`config.mk`:
```
export PLATFORM = sky130hd
export DESIGN_NAME = accum_mc_flat
export DESIGN_NICKNAME = d
export VERILOG_FILES = /design/src/rtl/accum_mc_if.sv /design/src/rtl/accum_mc.sv /design/src/flat_wrapper.sv
export SDC_FILE = /design/constraint.sdc
export NUM_CORES = 1
export LEC_CHECK = 0
export BUFFER_PORTS_ARGS = -buffer_cell sky130_fd_sc_hd__buf_4
export CAP_MARGIN = 20
export CORE_ASPECT_RATIO = 1.1
export CORE_MARGIN = 1.5
export CORE_UTILIZATION = 30
export DETAILED_ROUTE_END_ITERATION = 8
export PLACE_DENSITY = 0.48
export REMOVE_ABC_BUFFERS = 1
export SLEW_MARGIN = 10
export SYNTH_ARGS = -nofsm -noshare
export SYNTH_HDL_FRONTEND = slang
export SYNTH_SLANG_ARGS = --single-unit
```
`constraint.sdc`:
```
create_clock -name clk -period 5.2 [get_ports clk]
set_input_delay 0.26 -clock clk [delete_from_list [all_inputs] [get_ports clk]]
set_output_delay 0.26 -clock clk [all_outputs]
set_load 0.02 [all_outputs]
```
`src/rtl/accum_mc_if.sv`:
```
// Sample-input / dump-output bus of the multi-channel saturating accumulator.
interface accum_mc_if #(
  parameter int unsigned CH_W  = 2,
  parameter int unsigned DIN_W = 8,
  parameter int unsigned ACC_W = 16
);
  logic                    din_en;
  logic [CH_W-1:0]         din_ch;
  logic signed [DIN_W-1:0] din;
  logic                    dump_start;
  logic                    busy;
  logic                    dout_valid;
  logic                    dout_ready;
  logic [CH_W-1:0]         dout_ch;
  logic signed [ACC_W-1:0] dout;
  logic                    dout_sat;

  modport master (output din_en, din_ch, din, dump_start, dout_ready,
                  input  busy, dout_valid, dout_ch, dout, dout_sat);
  modport slave  (input  din_en, din_ch, din, dump_start, dout_ready,
                  output busy, dout_valid, dout_ch, dout, dout_sat);
endinterface

```
`src/rtl/accum_mc.sv`:
```
// NCH-channel signed accumulator with clamp/wrap, sticky overflow flags and a
// serial valid/ready dump engine with optional clear-on-read.
module accum_mc #(
  parameter int unsigned NCH         = 4,
  parameter int unsigned CH_W        = 2,
  parameter int unsigned DIN_W       = 8,
  parameter int unsigned ACC_W       = 16,
  parameter logic signed [ACC_W-1:0] MAX_BOUND = {1'b0, {(ACC_W-1){1'b1}}},
  parameter logic signed [ACC_W-1:0] MIN_BOUND = {1'b1, {(ACC_W-2){1'b0}}, 1'b1},
  parameter bit          SAT_MODE    = 1'b1,
  parameter bit          CLR_ON_READ = 1'b1
) (
  input  logic      clk,
  input  logic      rst,
  accum_mc_if.slave bus
);
  localparam int unsigned SUM_W = ACC_W + 1;
  localparam logic signed [SUM_W-1:0] MAX_X = {MAX_BOUND[ACC_W-1], MAX_BOUND};
  localparam logic signed [SUM_W-1:0] MIN_X = {MIN_BOUND[ACC_W-1], MIN_BOUND};
  localparam logic [CH_W-1:0] LAST_CH = CH_W'(NCH - 1);

  typedef enum logic {IDLE, SEND} state_t;

  state_t                  state_q, state_d;
  logic signed [ACC_W-1:0] acc_q  [NCH];
  logic signed [ACC_W-1:0] acc_d  [NCH];
  logic                    flag_q [NCH];
  logic                    flag_d [NCH];
  logic                    cap_en;
  logic [CH_W-1:0]         cap_ch;
  logic signed [ACC_W-1:0] cap_acc;
  logic                    cap_flag;

  // Dump sequencing: decides which channel (if any) is captured this edge.
  always_comb begin
    state_d = state_q;
    cap_en  = 1'b0;
    cap_ch  = '0;
    case (state_q)
      IDLE: begin
        if (bus.dump_start) begin
          cap_en  = 1'b1;
          state_d = SEND;
        end
      end
      SEND: begin
        if (bus.dout_ready) begin
          if (bus.dout_ch == LAST_CH) begin
            state_d = IDLE;
          end else begin
            cap_en = 1'b1;
            cap_ch = bus.dout_ch + CH_W'(1);
          end
        end
      end
      default: state_d = IDLE;
    endcase
  end

  // Snapshot mux: pre-update register values of the captured channel.
  always_comb begin
    cap_acc  = '0;
    cap_flag = 1'b0;
    for (int unsigned i = 0; i < NCH; i++) begin
      if (cap_ch == CH_W'(i)) begin
        cap_acc  = acc_q[i];
        cap_flag = flag_q[i];
      end
    end
  end

  // Per-channel next state; a clear-on-read capture zeroes the base before the add.
  always_comb begin : upd_p
    logic                    clr;
    logic signed [ACC_W-1:0] base;
    logic                    base_flag;
    logic signed [SUM_W-1:0] sum;
    logic signed [ACC_W-1:0] res;
    logic                    ovf;
    for (int unsigned i = 0; i < NCH; i++) begin
      clr       = CLR_ON_READ && cap_en && (cap_ch == CH_W'(i));
      base      = clr ? '0 : acc_q[i];
      base_flag = clr ? 1'b0 : flag_q[i];
      sum       = {base[ACC_W-1], base}
                + {{(SUM_W-DIN_W){bus.din[DIN_W-1]}}, bus.din};
      res       = sum[ACC_W-1:0];
      ovf       = 1'b0;
      if (SAT_MODE) begin
        if (sum < MIN_X) begin
          res = MIN_BOUND;
          ovf = 1'b1;
        end else if (sum > MAX_X) begin
          res = MAX_BOUND;
          ovf = 1'b1;
        end
      end else begin
        ovf = sum[SUM_W-1] != sum[ACC_W-1];
      end
      acc_d[i]  = base;
      flag_d[i] = base_flag;
      if (bus.din_en && (bus.din_ch == CH_W'(i))) begin
        acc_d[i]  = res;
        flag_d[i] = base_flag | ovf;
      end
    end
  end

  always_ff @(posedge clk) begin
    if (rst) begin
      state_q        <= IDLE;
      bus.busy       <= 1'b0;
      bus.dout_valid <= 1'b0;
      bus.dout       <= '0;
      bus.dout_ch    <= '0;
      bus.dout_sat   <= 1'b0;
      for (int unsigned i = 0; i < NCH; i++) begin
        acc_q[i]  <= '0;
        flag_q[i] <= 1'b0;
      end
    end else begin
      state_q        <= state_d;
      bus.busy       <= (state_d == SEND);
      bus.dout_valid <= (state_d == SEND);
      for (int unsigned i = 0; i < NCH; i++) begin
        acc_q[i]  <= acc_d[i];
        flag_q[i] <= flag_d[i];
      end
      if (cap_en) begin
        bus.dout     <= cap_acc;
        bus.dout_ch  <= cap_ch;
        bus.dout_sat <= cap_flag;
      end
    end
  end
endmodule

```
`src/flat_wrapper.sv`:
```
// flat-port wrapper written by rule: the top's interface ports become plain ports
module accum_mc_flat 
#(
  parameter int unsigned NCH         = 4,
  parameter int unsigned CH_W        = 2,
  parameter int unsigned DIN_W       = 8,
  parameter int unsigned ACC_W       = 16,
  parameter logic signed [ACC_W-1:0] MAX_BOUND = {1'b0, {(ACC_W-1){1'b1}}},
  parameter logic signed [ACC_W-1:0] MIN_BOUND = {1'b1, {(ACC_W-2){1'b0}}, 1'b1},
  parameter bit          SAT_MODE    = 1'b1,
  parameter bit          CLR_ON_READ = 1'b1
)
  (clk, rst, bus_din_en, bus_din_ch, bus_din, bus_dump_start, bus_dout_ready, bus_busy, bus_dout_valid, bus_dout_ch, bus_dout, bus_dout_sat);
  accum_mc_if #(.CH_W(CH_W), .DIN_W(DIN_W), .ACC_W(ACC_W)) bus_i ();
  input  logic clk;
  input  logic rst;
  input wire logic [$bits(bus_i.din_en)-1:0] bus_din_en;
  input wire logic [$bits(bus_i.din_ch)-1:0] bus_din_ch;
  input wire logic [$bits(bus_i.din)-1:0] bus_din;
  input wire logic [$bits(bus_i.dump_start)-1:0] bus_dump_start;
  input wire logic [$bits(bus_i.dout_ready)-1:0] bus_dout_ready;
  output wire logic [$bits(bus_i.busy)-1:0] bus_busy;
  output wire logic [$bits(bus_i.dout_valid)-1:0] bus_dout_valid;
  output wire logic [$bits(bus_i.dout_ch)-1:0] bus_dout_ch;
  output wire logic [$bits(bus_i.dout)-1:0] bus_dout;
  output wire logic [$bits(bus_i.dout_sat)-1:0] bus_dout_sat;
  assign bus_i.din_en = bus_din_en;
  assign bus_i.din_ch = bus_din_ch;
  assign bus_i.din = bus_din;
  assign bus_i.dump_start = bus_dump_start;
  assign bus_i.dout_ready = bus_dout_ready;
  assign bus_busy = bus_i.busy;
  assign bus_dout_valid = bus_i.dout_valid;
  assign bus_dout_ch = bus_i.dout_ch;
  assign bus_dout = bus_i.dout;
  assign bus_dout_sat = bus_i.dout_sat;
  accum_mc #(.NCH(NCH), .CH_W(CH_W), .DIN_W(DIN_W), .ACC_W(ACC_W), .MAX_BOUND(MAX_BOUND), .MIN_BOUND(MIN_BOUND), .SAT_MODE(SAT_MODE), .CLR_ON_READ(CLR_ON_READ)) u_core (.clk(clk), .rst(rst), .bus(bus_i));
endmodule
```
==> Word-level counts from Yosys, hierarchy flattened <==
Memory sizes are Yosys's and may differ from the RTL's.
Cells that the tools add are included.
{ "totals": {"reg_bits": 20, "mem_bits_rw": 68, "inputBits": 15, "out_inout_bits": 21, "elab_cells": 109, "mem_count": 2} }
{ "op_classes": {"addsub": 5, "magnitude_cmp": 8, "n_eq_ne": 7, "muxes": 60, "bitwise": 13, "reduce_logical": 10} }
{ "memory_table": {"columns": ["name", "depth", "width", "rd", "rd_ports_with_merged_regs", "write_ports", "line_no", "rtl"], "rows": [
  ["u_core.acc_q", 4, 16, 4, 0, 4, "accum_mc.sv:25", "logic signed [ACC_W-1:0] acc_q [NCH];"],
  ["u_core.flag_q", 4, 1, 4, 0, 4, "accum_mc.sv:27", "logic flag_q [NCH];"]
]} }
{ "ops": {"columns": ["operator", "n"], "rows": [
  ["$mux W16", 24],
  ["$add A16 B8 Y17", 4],
  ["$gt A17 B16 Y1 const B", 4],
  ["$lt A17 B16 Y1 const B", 4],
  ["$mux W1", 31],
  ["$or A1 B1 Y1", 12],
  ["$eq A2 B2 Y1 const B", 5],
  ["$logic_and A1 B1 Y1", 8],
  ["$mux W2", 3],
  ["$eq A2 B1 Y1 const B", 2],
  ["$logic_not A2 Y1", 2],
  ["$pmux W1 S2", 2],
  ["$add A2 B1 Y2 const B", 1],
  ["$not A1 Y1", 1]
]} }

==> Logic depth before layout (Yosys ltp) <==
Gate-level depths: netlist of run 1.
{ "logic_depth": {"ltp_word": 14, "ltp_mapped": 20, "depth_no_buf": 18} }

==> Worst setup path before layout of run 1 <==
Ideal clock, no wire load.
{ "synth_timing": {"kind": "flip-flop to flip-flop", "from": "register, netlist name u_core.bus.busy", "to": "memory u_core.acc_q[2][1]", "setup_time_ns": 0.088, "arrival_time_ns": 4.504, "t_required_ns": 5.112, "setup_slack_ns": 0.608, "path_stages_with_launch": 21, "n_path_buf": 3, "synth_period_minus_slack_ns": 4.592, "path_cell_list": "dfxtp_1 > clkbuf_1 > nand2_1 > or3_1 > clkbuf_1 > nand3_1 > and2_1 > ha_1 > inv_1 > fa_1 > nor2b_4 > o2111ai_2 > a311oi_2 > o311ai_2 > a21boi_1 > nor3_1 > o2111ai_2 > or3b_1 > a311o_1 > buf_6 > o32ai_2"} }
{ "synth_lines": {"columns": ["element", "line_no"], "rows": [
  ["to (decl)", "accum_mc.sv:25"]
]} }

==> results of run 1 <==
[Yosys cell counts, types with 19 or more instances]
library cell  instances  share of area
o21ai_0              73          0.048
a21o_1               24          0.023
nor2b_1              32          0.026
inv_1                33          0.016
nand2_1             108          0.053
dfxtp_1              88           0.23
a211oi_1             27          0.026
and2_1               55          0.045
nor3_1               39          0.025
nand3_1              23          0.015
ha_1                 65           0.11
o22ai_1              19          0.015
a21oi_1              53          0.035
clkbuf_1             34          0.017
nor2_1               86          0.042
[stage by stage]
| step | cell area, um2 | setup WS (ns) | util | total power [mW] | instances |
|---|---|---|---|---|---|
| final | 8620 | 0.303 | 0.342 | 2.11 | 1361 |
| after global routing | 8620 | 0.0189 | 0.342 | 2.24 | 1361 |
| after CTS | 8600 | 0.180 | 0.341 | 2.12 | 1361 |
| after detailed placement | 8300 | 0.240 | 0.330 | 1.45 | 1346 |
| after global placement | 8300 | 0.310 | 0.330 | 1.45 | 1346 |
| after floorplan | 7500 | 0.000627 | - | 1.23 | 978 |
[how the worst max path moves through the flow]
| stage | to | cells after the start | from |
|---|---|---|---|
| after floorplan | u_core.acc_q[2][1]$_SDFF_PP0_ | 16 | u_core.bus.busy$_SDFF_PP0_ |
| after global placement | u_core.acc_q[1][9]$_SDFF_PP0_ | 17 | u_core.bus.dout_ch[0]$_SDFFE_PP0P_ |
| after CTS | u_core.acc_q[1][8]$_SDFF_PP0_ | 17 | u_core.bus.dout_ch[0]$_SDFFE_PP0P_ |
| after global routing | u_core.acc_q[2][2]$_SDFF_PP0_ | 18 | u_core.bus.dout_ch[0]$_SDFFE_PP0P_ |
| final | u_core.acc_q[1][8]$_SDFF_PP0_ | 17 | u_core.bus.dout_ch[0]$_SDFFE_PP0P_ |
| after detailed placement | u_core.acc_q[1][8]$_SDFF_PP0_ | 17 | u_core.bus.dout_ch[0]$_SDFFE_PP0P_ |
[metal layers]
layer | track usage | up-vias | share of wire
li1 | - | 3790 | -
met1 | 0.244 | 3450 | 0.48
met2 | 0.317 | 103 | 0.46
met3 | 0.0218 | 25 | 0.024
met4 | 0.0654 | 0 | 0.027
met5 | 0 | - | 0
[critical path, delay by kind of cell, from the launching register on]
family	cells	cell delay, ns
AO/OA/AOI/OAI	6	1.66
flip-flops	1	0.35
adder cells (fa/ha/maj)	2	0.58
AND/OR/NAND/NOR	7	1.67
buffers and inverters	2	0.51
[cell families (layout without fill, tap and decap cells)]
logic type      count (synthesis)  after routing  synth area share
simple gates                  416            416             0.271
compound gates                331            331             0.296
flops                          88             88             0.230
buf+inv                        75            101            0.0383
fa+ha+maj                      69             69             0.116
xor+xnor                       34             34            0.0388
mux                             7              7           0.00962
[flip-flops by register name, summed over array words and instances, names as in the netlist]
register,flops
u_core.bus.dout_ch,2
u_core.flag_q,4
u_core.bus.dout_sat,1
u_core.acc_q,64
u_core.bus.busy,1
u_core.bus.dout,16
[power by group through the flow]
stage	combinational (mW)	clock [mW]	sequential, mW
after global routing	0.763	0.715	0.759
after detailed placement	0.677	0	0.769
after global placement	0.677	0	0.769
after CTS	0.681	0.685	0.754
final	0.682	0.677	0.754
after floorplan	0.458	0	0.769
[cell type report]
| class | instances | share of cell area |
|---|---|---|
| clock buffer | 13 | 0.0302 |
| clock inverter | 2 | 0.00450 |
| tap | 315 | 0.0457 |
| sequential | 88 | 0.204 |
| multi-input combinational | 857 | 0.655 |
| inverter | 33 | 0.0144 |
| timing repair buffer | 53 | 0.0462 |
[repair_timing]
action,CTS,global route
hold buffers,0,0
resized for setup,0,5
buffers inserted,0,0
endpoints found under the setup margin,0,18
==> out/results.ini, run 1 <==
[outcome]
status=completed

[drt]
wl_per_cell_um=18.0
routed_wirelength_um=24500
vias_per_cell=5.41
firstDrtPassIters=5
drtAntennaViolNets=0
vias=7368
drc_errors=0
first_iter_violations=430

[global_route]
grt_overflow=0
grt_pass1_vias=7195
grtUsageTotal=0.187
grt_pass1_wl_um=38900
grt_start_max_net_pins=47
antenna_found_initial=0

[job]
drv_cap=0

[power_and_ir_drop]
swShare=0.346
clkPwrFrac=0.320
netSwitchingPower_uw=731
p_int_mw=1.38
p_comb_frac=0.323
leakage_nw=3.64
vdd_drop_max_mv=0.166
p_seq_frac=0.357
p_per_area_nw_per_um2=245

[min_path]
hold_depth=2
hold_path_end=u_core.bus.busy$_SDFF_PP0_
min_path_type=in -> reg
worstHoldStart=bus_dout_ready

[timing]
finalSetupViolCount=0
period_needed_ns=4.90
hold_ws_ns=0.149
post-route-period-util=0.942
timing.fmax_ghz=0.204
fin_worst_skew_ns=0.00878
setup_tns_ns=0
rsz0062_at_grt=false
final-hold-violation-count=0
timing.final.max_slew_violations=0
slew_headroom=0.335
tightest_slew_ns=0.996

[final_layout]
multi_input_area_um2=5640
fin_nets=1126
final_layout_size_suffix_gt1_frac=0.102
register_area_um2=1760
area_growth_pct=12.3
mostFrequentLayoutCell=nand2_1
antenna_cells=0
final_cell_mix=nand2_1, dfxtp_1, nor2_1
fill_cells=2673

[cts]
cts_tree=yes
root_buffer=clkbuf_16
htreeDepth=3
clock_latency_ns=0.35
cts.sinks=88
clk_pin_slew_ns=0.07
cts_buffer_depth=2
cts_inserted_buffers=9

[logic_synthesis]
syn_area_um2=7670
syn-mean-instance-area_um2=7.52
yosysSeqAreaShare=0.230
yosys_warnings=0
ys_seq_elements=88
synth_flop_cell=dfxtp_1
synth_enable_flop_cells=0
synthArstFlopShare=0
synthCells=1020
synth_cell_types=76

[critical_path]
r2r_cells=17
criticalPathCategory=reg -> reg
crit_slowest_cell=a2111oi_0
r2r_setup_slack_ns=0.30
cp_max_fo=38
critPathArrivalTime_ns=5.13
path_cells=ha_1 -> or3_1 -> buf_4 -> nor2_1 -> buf_4 -> nor2b_1 -> ha_1 -> nor2b_1 -> o21ai_1 -> a21oi_1 -> or3_1 -> a2111oi_0 -> nand4_1 -> or4_1 -> o21bai_1 -> o21ai_2 -> a221o_1
r2r_end=u_core.acc_q[1][8]$_SDFF_PP0_
cp-end-kind=flop
required_ns=5.44
critPathMaxStageDelay_ns=0.62
cp-start-kind=flop
r2r_start=u_core.bus.dout_ch[0]$_SDFFE_PP0P_

[floorplanning]
start_util=0.305
core.rowCount=61
io_pins=36
fp.coreArea_um2=25200
die_x_um=155
die_h_um=171
die_area_um2=26500

[place]
gp_congestion=0.925
portBuffers=35
hpwl_um=19000

Power figures use the tool's default switching activity.
==> run 2, diff against run 1 <==
--- a/config.mk
+++ b/config.mk
@@ -11,7 +11,7 @@
 export CORE_MARGIN = 1.5
 export CORE_UTILIZATION = 30
 export DETAILED_ROUTE_END_ITERATION = 8
-export PLACE_DENSITY = 0.48
+export PLACE_DENSITY_LB_ADDON = 0.2
 export REMOVE_ABC_BUFFERS = 1
 export SLEW_MARGIN = 10
 export SYNTH_ARGS = -nofsm -noshare
==> out/results.ini, run 2 (same netlist as run 1, synthesis figures left out) <==
[critical_path]
required_ns=5.45  ; about the same
criticalPathCategory=reg -> reg
critPathMaxStageDelay_ns=0.44  ; -0.18 ns
r2r_end=u_core.acc_q[1][8]$_SDFF_PP0_
r2r_start=u_core.bus.dout_ch[0]$_SDFFE_PP0P_
crit_slowest_cell=a311oi_1
critPathArrivalTime_ns=5.07  ; -0.06 ns
cp_num_buf_inv=2  ; unchanged
r2r_setup_slack_ns=0.38  ; +0.08 ns
cp_top_family=compound AO/OA/AOI/OAI gates
cp-end-kind=flop
r2r_cells=16  ; -1
path_cells=ha_1 -> or3_1 -> buf_4 -> o21ai_0 -> inv_1 -> ha_1 -> a21o_1 -> and4_1 -> o211ai_1 -> a211oi_1 -> a311oi_1 -> nand4_1 -> or4_1 -> o21bai_1 -> o21ai_2 -> a221o_1
cp_max_fo=38  ; unchanged
worst_path_most_repeated_cell=ha_1
cp-start-kind=flop

[final_layout]
area_growth_pct=12.7
largest_reg_flops=64  ; unchanged
top_regs=u_core.acc_q x64, u_core.bus.dout x16, u_core.flag_q x4
post-route-util=0.343  ; +0.00129
fin_area_um2=8650  ; +0.38%
final_cell_mix=nand2_1, dfxtp_1, nor2_1
fin_nets=1125  ; -0.089%
max_flop_register=u_core.acc_q
fill_cells=2678  ; +0.19%
mostFrequentLayoutCell=nand2_1
final_layout_size_suffix_gt1_frac=0.103  ; +0.00105
antenna_cells=0  ; unchanged

[timing]
fin_worst_skew_ns=0.00995  ; +0.00118 ns
timing.fmax_ghz=0.207  ; +1.6%
setup_tns_ns=0  ; unchanged
rsz0062_at_grt=false
timing.final.max_slew_violations=0  ; unchanged
period_needed_ns=4.82  ; -0.0767 ns
fin_ws_ns=0.380  ; +0.0767 ns
slew_headroom=0.368  ; +0.0329
finalSetupViolCount=0  ; unchanged
tightest_slew_ns=0.943  ; -0.0524 ns
final-hold-violation-count=0  ; unchanged
hold_ws_ns=0.145  ; -0.00425 ns
post-route-period-util=0.927  ; -0.0148

[cts]
cts_tree=yes
cts_buffer_depth=2  ; unchanged
cts.sinks=88  ; unchanged
clk_pin_slew_ns=0.07  ; about the same
cts_inserted_buffers=9  ; unchanged
clock_latency_ns=0.36  ; about the same
cts_setup_buffers=0  ; unchanged
root_buffer=clkbuf_16
htreeDepth=3  ; unchanged

[global_route]
grt_pass1_wl_um=38700  ; -0.34%
antenna_found_initial=0  ; unchanged
grt_overflow=0  ; unchanged
grtUsageTotal=0.186  ; -0.000913
grt_start_max_net_pins=47  ; unchanged
grt_pass1_vias=7101  ; -1.3%

[drt]
vias_per_cell=5.39  ; -0.46%
drtAntennaViolNets=0  ; unchanged
routed_wirelength_um=24000  ; -2.1%
drc_errors=0  ; unchanged
wl_per_cell_um=17.7  ; -2.0%
firstDrtPassIters=4  ; -1
first_iter_violations=484  ; +13%
vias=7329  ; -0.53%

[floorplanning]
io_pins=36  ; unchanged
die_x_um=155  ; unchanged
fp.coreArea_um2=25200  ; unchanged
die_h_um=171  ; unchanged
die_area_um2=26500  ; unchanged
core.rowCount=61  ; unchanged
start_util=0.305  ; unchanged

[place]
preCtsSetupSlack_ns=0.329  ; +0.0884 ns
dpl_cell_area_um2=8290  ; about the same
hpwl_um=18500  ; -2.5%
gp_congestion=0.845  ; -8.6%
portBuffers=35  ; unchanged

[power_and_ir_drop]
p_per_area_nw_per_um2=254  ; +3.6%
vdd_drop_max_mv=0.165  ; -0.79%
leakage_nw=3.65  ; +0.16%

[min_path]
min_path_type=in -> reg
hold_path_end=u_core.bus.busy$_SDFF_PP0_
hold_depth=2  ; unchanged
worstHoldStart=bus_dout_ready

[job]
drv_cap=0  ; unchanged

[outcome]
status=completed

## run 2: cell count changes in the layout (fill, tap and decap cells not counted), sizes merged
cell	before	now
buf	53	52
clkinvlp	0	2
bufinv	1	3
clkinv	1	0
clkbuf	13	10
## run 2: per-layer routing
| metal | GRT usage | vias up | wire length [um] |
|---|---|---|---|
| met2 | 0.315 | 99 | 11400 |
| met1 | 0.244 | 3414 | 11400 |
| met5 | 0 | - | 0 |
| met4 | 0.0634 | 0 | 514 |
| met3 | 0.0213 | 23 | 704 |
| li1 | - | 3793 | - |
## run 2: repair_timing
action	in CTS	in global routing
endpoints found under the setup margin	0	30
hold buffers	0	0
gates resized for setup	0	5
## run 2: worst max-delay path by stage
stage                                            start                       endpoint  slack (ns)  depth (start not counted)
finish              u_core.bus.dout_ch[0]$_SDFFE_PP0P_  u_core.acc_q[1][8]$_SDFF_PP0_        0.38                         16
global route        u_core.bus.dout_ch[0]$_SDFFE_PP0P_  u_core.acc_q[3][9]$_SDFF_PP0_        0.03                         14
CTS                 u_core.bus.dout_ch[0]$_SDFFE_PP0P_  u_core.acc_q[1][8]$_SDFF_PP0_        0.30                         17
detailed placement          u_core.bus.busy$_SDFF_PP0_  u_core.acc_q[1][8]$_SDFF_PP0_        0.33                         17
global placement    u_core.bus.dout_ch[0]$_SDFFE_PP0P_  u_core.acc_q[1][8]$_SDFF_PP0_        0.33                         17
floorplan                   u_core.bus.busy$_SDFF_PP0_  u_core.acc_q[2][1]$_SDFF_PP0_      0.0006                         16
## run 2: where the power goes
part / switching (mW) / leakage (nW) / total [mW] / internal (mW)
Combinational: 0.408 / 2.77 / 0.674 / 0.266
Clock: 0.288 / 0.161 / 0.769 / 0.480
Sequential: 0.0370 / 0.718 / 0.754 / 0.717
Total: 0.734 / 3.65 / 2.20 / 1.46
## run 2: worst register-to-register path, stage by stage, from the launching register on
cell	delay (ns)
dfxtp_1	0.35
ha_1	0.25
or3_1	0.39
buf_4	0.26
o21ai_0	0.44
inv_1	0.09
ha_1	0.28
a21o_1	0.20
and4_1	0.24
o211ai_1	0.39
a211oi_1	0.13
a311oi_1	0.44
nand4_1	0.11
or4_1	0.42
o21bai_1	0.21
o21ai_2	0.18
a221o_1	0.33
## run 2: layout make-up
cell class | count | area (um2) | area share
Sequential cell | 88 | 1760 | 0.204
Timing Repair Buffer | 52 | 390 | 0.0451
Tap cell | 315 | 394 | 0.0456
Inverter | 33 | 124 | 0.0143
Multi-Input combinational cell | 857 | 5630 | 0.651
Clock inverter | 5 | 105 | 0.0122
Clock buffer | 10 | 239 | 0.0276
## run 2: stage by stage
stage               cells  power [mW]
finish               1360        2.20
global route         1360        2.32
CTS                  1360        2.20
detailed placement   1345        1.44
global placement     1345        1.44
floorplan             978        1.23
